**config.mk**
```make
export PLATFORM = sky130hd
export DESIGN_NAME = conv_mac_seq
export DESIGN_NICKNAME = d
export VERILOG_FILES = /design/src/rtl/conv_pkg.sv /design/src/rtl/fxp_requant.sv /design/src/rtl/conv_mac_seq.sv
export SDC_FILE = /design/constraint.sdc
export NUM_CORES = 1
export LEC_CHECK = 0
export CAP_MARGIN = 30
export CORE_MARGIN = 5
export CORE_UTILIZATION = 35
export CTS_CLUSTER_DIAMETER = 200
export DETAILED_ROUTE_END_ITERATION = 7
export PLACE_DENSITY = 0.87
export SLEW_MARGIN = 15
export SYNTH_ARGS = -nofsm -noshare
export SYNTH_HDL_FRONTEND = slang
export SYNTH_SLANG_ARGS = --single-unit
```
**constraint.sdc**
```tcl
create_clock -name clk -period 3.7 [get_ports clk]
set_clock_uncertainty 0.2 [all_clocks]
set_input_delay 0.74 -clock clk [delete_from_list [all_inputs] [get_ports clk]]
set_output_delay 0.74 -clock clk [all_outputs]
set_load 0.01 [all_outputs]
```
**src/rtl/conv_pkg.sv**
```systemverilog
// Shared state type and fixed-point constants for the conv MAC sequencer.
package conv_pkg;

  typedef enum logic [1:0] {
    ST_ACC = 2'd0,
    ST_CAP = 2'd1,
    ST_OUT = 2'd2
  } conv_state_t;

  localparam int unsigned N_DEF     = 32'd16;
  localparam int unsigned Q_DEF     = 32'd12;
  localparam int unsigned K_MAX_DEF = 32'd64;

  // Offset that turns a truncating right shift by q into round-half-up.
  function automatic logic [63:0] rnd_half(input int unsigned q);
    return 64'd1 << (q - 32'd1);
  endfunction

  localparam logic [63:0] RND_HALF = rnd_half(Q_DEF);

endpackage

```
**src/rtl/fxp_requant.sv**
```systemverilog
// Combinational Q(2Q) -> QQ requantizer: round-half-up, shift by Q, saturate to N bits.
module fxp_requant
  import conv_pkg::*;
#(
  parameter int unsigned N = N_DEF,
  parameter int unsigned Q = Q_DEF
) (
  input  logic [2*N-1:0] sum_i,
  output logic [N-1:0]   data_o,
  output logic           sat_o
);

  localparam logic [2*N:0] RND = (2*N+1)'(rnd_half(Q));

  logic [2*N:0] rounded;
  logic [2*N:0] shifted;

  // The extra MSB keeps the rounding carry from wrapping a near-full sum to zero.
  always_comb begin
    rounded = {1'b0, sum_i} + RND;
    shifted = rounded >> Q;
    sat_o   = |shifted[2*N:N];
    if (sat_o) begin
      data_o = {N{1'b1}};
    end else begin
      data_o = shifted[N-1:0];
    end
  end

endmodule

```
**src/rtl/conv_mac_seq.sv**
```systemverilog
// Operand sequencer and requantizer for an external unsigned fixed-point MAC slice.
// Optional build macro CONV_MAC_BIAS_EN adds bias_i << Q as the first term of each window.
module conv_mac_seq
  import conv_pkg::*;
#(
  parameter int unsigned N     = N_DEF,
  parameter int unsigned Q     = Q_DEF,
  parameter int unsigned K_MAX = K_MAX_DEF
) (
  input  logic                       clk,
  input  logic                       sclr,
  input  logic [$clog2(K_MAX+1)-1:0] klen_i,
  input  logic                       in_valid_i,
  output logic                       in_ready_o,
  input  logic [N-1:0]               in_a_i,
  input  logic [N-1:0]               in_b_i,
`ifdef CONV_MAC_BIAS_EN
  input  logic [N-1:0]               bias_i,
`endif
  output logic [N-1:0]               mac_a_o,
  output logic [N-1:0]               mac_b_o,
  output logic [2*N-1:0]             mac_c_o,
  output logic                       mac_ce_o,
  input  logic [2*N-1:0]             mac_r_i,
  output logic                       out_valid_o,
  input  logic                       out_ready_i,
  output logic [N-1:0]               out_data_o,
  output logic                       out_sat_o
);

  localparam int unsigned   KW     = $clog2(K_MAX + 1);
  localparam logic [KW-1:0] K_ZERO = {KW{1'b0}};
  localparam logic [KW-1:0] K_ONE  = {{(KW-1){1'b0}}, 1'b1};

  conv_state_t   state_q;
  logic [KW-1:0] cnt_q;
  logic [KW-1:0] klen_q;
  logic          out_valid_q;
  logic          out_sat_q;
  logic [N-1:0]  out_data_q;

  logic [KW-1:0]  klen_sel;
  logic [KW-1:0]  klen_eff;
  logic           accept;
  logic           last_term;
  logic [2*N-1:0] init_term;
  logic [N-1:0]   rq_data;
  logic           rq_sat;

`ifdef CONV_MAC_BIAS_EN
  assign init_term = {{N{1'b0}}, bias_i} << Q;
`else
  assign init_term = {(2*N){1'b0}};
`endif

  fxp_requant #(.N(N), .Q(Q)) u_requant (
    .sum_i  (mac_r_i),
    .data_o (rq_data),
    .sat_o  (rq_sat)
  );

  // Handshake, MAC operand muxing and end-of-window detection; klen_i is only
  // sampled on the first term so mid-window changes have no effect.
  always_comb begin
    in_ready_o = (state_q == ST_ACC) && !sclr;
    accept     = in_valid_i && in_ready_o;
    mac_ce_o   = accept;
    mac_a_o    = in_a_i;
    mac_b_o    = in_b_i;
    if (cnt_q == K_ZERO) begin
      klen_sel = klen_i;
      mac_c_o  = init_term;
    end else begin
      klen_sel = klen_q;
      mac_c_o  = mac_r_i;
    end
    if (klen_sel == K_ZERO) begin
      klen_eff = K_ONE;
    end else begin
      klen_eff = klen_sel;
    end
    last_term = (cnt_q == (klen_eff - K_ONE));
  end

  // Window FSM with registered result and valid.
  always_ff @(posedge clk or posedge sclr) begin
    if (sclr) begin
      state_q     <= ST_ACC;
      cnt_q       <= K_ZERO;
      klen_q      <= K_ONE;
      out_valid_q <= 1'b0;
      out_data_q  <= {N{1'b0}};
      out_sat_q   <= 1'b0;
    end else begin
      case (state_q)
        ST_ACC: begin
          if (accept) begin
            if (cnt_q == K_ZERO) begin
              klen_q <= klen_eff;
            end
            if (last_term) begin
              cnt_q   <= K_ZERO;
              state_q <= ST_CAP;
            end else begin
              cnt_q <= cnt_q + K_ONE;
            end
          end
        end
        ST_CAP: begin
          out_data_q  <= rq_data;
          out_sat_q   <= rq_sat;
          out_valid_q <= 1'b1;
          state_q     <= ST_OUT;
        end
        ST_OUT: begin
          if (out_ready_i) begin
            out_valid_q <= 1'b0;
            state_q     <= ST_ACC;
          end
        end
        default: begin
          cnt_q       <= K_ZERO;
          out_valid_q <= 1'b0;
          state_q     <= ST_ACC;
        end
      endcase
    end
  end

  assign out_valid_o = out_valid_q;
  assign out_data_o  = out_data_q;
  assign out_sat_o   = out_sat_q;

endmodule

```
Word level (Yosys, flattened, before mapping)
Cells that the tools add are included.
- input bits: 75
- logic and storage cells: 42
- flip-flop bits (word level): 34
- output and inout bits: 84
- mux-type cells: 13
- eq/ne operators: 6
- reduce and logical (&&, ||, !) cells: 12
- bitwise operators: 2
- $add $sub $neg: 3
- operator list (cell ; count):
    32-bit by 12-bit adder with 33-bit output (second input constant) ; 1
    32-bit 2-to-1 mux ; 1
    7-bit 2-to-1 mux ; 4
    16-bit 2-to-1 mux ; 1
    7-bit logical NOT ; 2
    7-bit one-hot mux with 2 select lines ; 1
    7-bit by 1-bit adder with 7-bit output (second input constant) ; 1
    7-bit equality test ; 1
    7-bit by 1-bit subtractor with 7-bit output (second input constant) ; 1
    2-bit 2-to-1 mux ; 3
    2-bit != test (second input constant) ; 3
    2-bit one-hot mux with 3 select lines ; 1
    3-bit AND reduction ; 2
    5-bit OR reduction ; 1
    2-bit AND reduction ; 2
    1-bit one-hot mux with 3 select lines ; 1
    2-bit by 1-bit equality test with 1-bit output (second input constant) ; 1
    2-bit equality test (second input constant) ; 1
    1-bit logical AND ; 2
    2-bit logical NOT ; 1
    1-bit inverter ; 2
    2-bit OR reduction ; 1
    1-bit logical NOT ; 1
    1-bit 2-to-1 mux ; 1

Longest topological paths before layout
- depth after elaboration: 9
- depth in mapped cells: 13
- mapped depth without buffers: 13

Modules after synthesis
Synthesis repeated with hierarchy kept, for this count alone.
- cell total of the unflattened synthesis: 324
- area, all modules: 2911.5 µm²
- by module, submodules not included (module ; times used ; cells each ; area each (µm²) ; sequential area each (µm²)):
    conv_mac_seq ; 1 ; 255 ; 2421.1 ; 852.1
    fxp_requant ; 1 ; 69 ; 490.5 ; 0.0

Least setup slack after synthesis
Ideal clock, no wire load.
- path type: register -> register
- start point: register cnt_q[0]
- end point: register state_q[1]
- stages on the path, launching flop included: 13
- required time: 3.375 ns
- slack: 0.184 ns
- library setup time: 0.125 ns
- buffers on the path: 0
- data arrival time: 3.191 ns
- clock period less this slack: 3.516 ns
- cells stage by stage: dfrtp_1 inv_1 ha_1 or4b_4 nor3_4 mux2i_1 ha_1 nor3b_1 mux2i_1 xnor2_1 nand4_2 o31ai_1 mux2_2
- longest elaborated chain between the ends: 8
- RTL lines (item ; line ; source):
    start, declared ; conv_mac_seq.sv:36 ; logic [KW-1:0] cnt_q;
    start signal, assigned ; conv_mac_seq.sv:105 ; cnt_q <= cnt_q + K_ONE;
    7-bit logical NOT ; conv_mac_seq.sv:70 ; if (cnt_q == K_ZERO) begin
    7-bit 2-to-1 mux ; conv_mac_seq.sv:70 ;
    7-bit logical NOT ; conv_mac_seq.sv:77 ; if (klen_sel == K_ZERO) begin
    7-bit 2-to-1 mux ; conv_mac_seq.sv:77 ;
    7-bit by 1-bit subtractor with 7-bit output ; conv_mac_seq.sv:82 ; last_term = (cnt_q == (klen_eff - K_ONE));
    7-bit equality test * ; conv_mac_seq.sv:82 ;
    2-bit != test (no line) * ; -- ;
    3-bit AND reduction (no line) * ; -- ;
    end signal, assigned ; conv_mac_seq.sv:88 ; state_q <= ST_ACC;
    end signal, assigned ; conv_mac_seq.sv:103 ; state_q <= ST_CAP;
    end signal, assigned ; conv_mac_seq.sv:113 ; state_q <= ST_OUT;
    end, declared ; conv_mac_seq.sv:35 ; conv_state_t state_q;
Every way passes the cells marked *; elsewhere a longest branch is shown, timed or not.
A chain may end at the register's enable or synchronous reset.

Final worst setup path
- start point: register cnt_q[0]
- end point: register cnt_q[4]
- longest elaborated chain between the ends: 9
- elaborated cells between the ends (all ways): 10
- those cells by class: 2 x add/sub; 1 x eq/ne; 5 x mux; 2 x reduce/logical
- RTL lines (item ; line ; source):
    7-bit logical NOT ; conv_mac_seq.sv:70 ;
    7-bit 2-to-1 mux ; conv_mac_seq.sv:70 ;
    7-bit logical NOT ; conv_mac_seq.sv:77 ;
    7-bit 2-to-1 mux ; conv_mac_seq.sv:77 ;
    7-bit by 1-bit subtractor with 7-bit output ; conv_mac_seq.sv:82 ;
    7-bit equality test ; conv_mac_seq.sv:82 ;
    7-bit 2-to-1 mux * ; conv_mac_seq.sv:101 ; if (last_term) begin
    7-bit 2-to-1 mux * ; conv_mac_seq.sv:97 ; if (accept) begin
    7-bit one-hot mux with 2 select lines * ; conv_mac_seq.sv:95 ; case (state_q)
Every way passes the cells marked *; elsewhere a longest branch is shown, timed or not. The select of a mux whose other input is x is not followed.

==> run metrics <==
CP Max Fanout 6; RSZ-0062 raised after global routing false; Netlist cell types 45; most numerous cell in the Yosys netlist and2_1; crit path capture type register; IO Pins between 150 and 200; DP HPWL ~6.1 mm; final worst slack around 180 ps; Final Cycle Share between 90% and 100%; top-area cell type share of the netlist area between 30% and 40%; Yosys reg bits 34; Yosys top cell by area dfrtp_1; worst-margin pin slew 509.8 ps; final instance area roughly 3800 um^2; PortBufs 94; sw frac about two fifths; Hold Vio Cnt, Final 0; worst hold start out_sat_o; largest net degree at the start of global routing 36; initial antenna violation count 0; clock power share ~19%; top cells by instance count after synthesis and2_1, dfrtp_1, buf_4; Std-Cell Rows 32; Slew HR around two thirds; asr flop ratio synth 100.0%; H-tree Lvls 2; Worst R2R End cnt_q[4]; FMAX approximately 280 MHz; Area contributors post-synth dfrtp_1, buf_4, and2_1; status finished clean; Placed Area around 3700 um^2; Post-Route WL between 7 and 8 mm; cells after synthesis between 300 and 400; R2R Setup Slk ~180 ps; Hold Crit Class reg2reg; startpoint types register; worst-skew pair later-pin latency between 200 and 300 ps; cell area after synthesis approximately 2700 um^2; layout cells sized above 1 12.08%; GRT Total Usage 15.43%; Core ar. ~7600 um^2; max_cap viols 0; Synth Area per Inst 8.219 um^2; fillers between 700 and 800; Comb pwr share 53.1%; sequential share of power about 28%; routed length per placed instance 15.44 um; number of flops mapped to enable cells by yosys 0; Syn Nets between 400 and 500; fin util between 50% and 60%; Leak around 1.6 nW; Max Slew Vio Count 0; Net Sw Power between 0.8 and 0.9 mW; antenna cell count 0; Hold Buf Count CTS 0; vias ~2.7k; Nets slightly below 500; Peak supply drop approximately 0.36 mV; Reg clk slew, reported paths roughly 80 ps; root buf cell clkbuf_8; total die area a little under 10000 um^2; DRC 0; Reg2Reg Depth 14; internal power about 1.3 mW; final setup violation count 0; CP Data Arrival Time approximately 3500 ps; initial core utilization 35.68%; dpl ws -128.5 ps; Critical Path RT approximately 3700 ps; sequential share of the synthesized area 31.22%; Main synth FF type dfrtp_1; first-pass GRT wire length around 12 mm; CTS tree yes; die width just under 100 um; FF-to-FF Start cnt_q[0]; gr ovfl total 0; vias in the first global route 2664; Period minus WS final 3516 ps; layout overhead on the synthesized area 41.04%; yosys warns 0; DRT iter0 DRCs 81; Via-to-Cell Ratio 5.202; DR pass1 iterations 4; clock buffer depth 2; CTS Sinks 34; CP startpoint cnt_q[0]; Worst setup endpoint cnt_q[4]; CTS buffer count 5; GPL Wtd Cong 0.9035; total power divided by cell area 566.6 nW/um^2; Crit Path Class reg2reg; Die H 98.30 um; remaining antenna violation count 0
-- logic make-up after synthesis --
logic type | synth area share [%]
AND/OR/NAND/NOR | 28.93
buffers and inverters | 12.70
XOR/XNOR | 7.061
AO/OA/AOI/OAI | 11.05
multiplexers | 5.823
adder cells (fa/ha/maj) | 3.209
flip-flops | 31.22
-- layer usage --
layer / routed length (um) / share of wire [%] / vias to the layer above / GRT usage (%)
li1: - / - / 1259 / -
met1: 3083 / 39 / 1252 / 17.04
met2: 3979 / 50 / 137 / 27.77
met3: 663 / 8.3 / 36 / 4.786
met4: 239 / 3.0 / 0 / 5.462
met5: 0 / 0 / - / 0
-- critical path: stages (launching register included) --
cell      delay, ps
dfrtp_1         420
inv_1            90
ha_1            150
or4b_4          490
nor3_4          320
mux2i_1         290
ha_2            270
nor3b_2         190
mux2i_1         110
xnor2_1         180
nand4_2         120
buf_4           170
buf_4           150
o21ai_0         150
o311ai_1        110
-- stage by stage --
stage	hold slack, ps	power, mW	cells	setup TNS [ps]
final	313.4	2.181	516	0
after global routing	336.6	2.338	516	0
after floorplan	273.9	1.301	332	0
after detailed placement	307.5	1.714	504	-519.6
after global placement	285.3	1.663	504	0
after CTS	325.3	2.143	512	0
-- cell type report --
cell class                 instances  area (um^2)  share of cell area (%)
multi-input combinational        240         1554                   40.38
timing repair buffer             119         1129                   29.32
inverter                          13        48.80                   1.268
clock buffer                       5        68.82                   1.788
tap                              102        127.6                   3.316
clock inverter                     3        68.82                   1.788
sequential                        34        852.1                   22.14
-- timing repair --
action,in CTS,in global routing
setup endpoints to repair,0,9
buffers inserted,0,4
gates resized for setup,0,6
-- worst min-delay path by stage --
stage,to,slack (ps),cells after the start
floorplan,klen_q[0],270,2
global placement,out_sat_o,290,2
detailed placement,out_sat_o,310,2
CTS,out_valid_o,330,1
global route,klen_q[0],340,2
finish,out_sat_o,310,2
-- placed cells by master (no fill, tap or decap), drive strengths merged, types with 3 or more instances in the layout --
cell            n
nand4           4
clkdlybuf4s50  94
xnor2          10
nor3b           3
o221ai          4
inv            13
ha              7
nor2           30
dfrtp          33
buf            25
nand3          14
xor2           12
clkbuf          5
nor4            3
a21oi          20
nor3           10
o31ai           6
nand2          29
nand2b          5
o21ai           7
and3            6
and2           35
mux2i           8
mux2            7
-- flip-flops by register name (all words and copies together) (netlist names) --
signal       flops
out_data_o      16
cnt_q            7
out_sat_o        1
out_valid_o      1
state_q          2
klen_q           7
-- power by group through the flow --
stage / Sequential, mW / Clock [mW] / Combinational (mW)
after floorplan: 0.595 / 0 / 0.705
after global placement: 0.597 / 0 / 1.07
after detailed placement: 0.602 / 0 / 1.11
after CTS: 0.595 / 0.429 / 1.12
after global routing: 0.619 / 0.443 / 1.28
final: 0.602 / 0.422 / 1.16
Note: power is estimated with default switching activity, not from simulation.
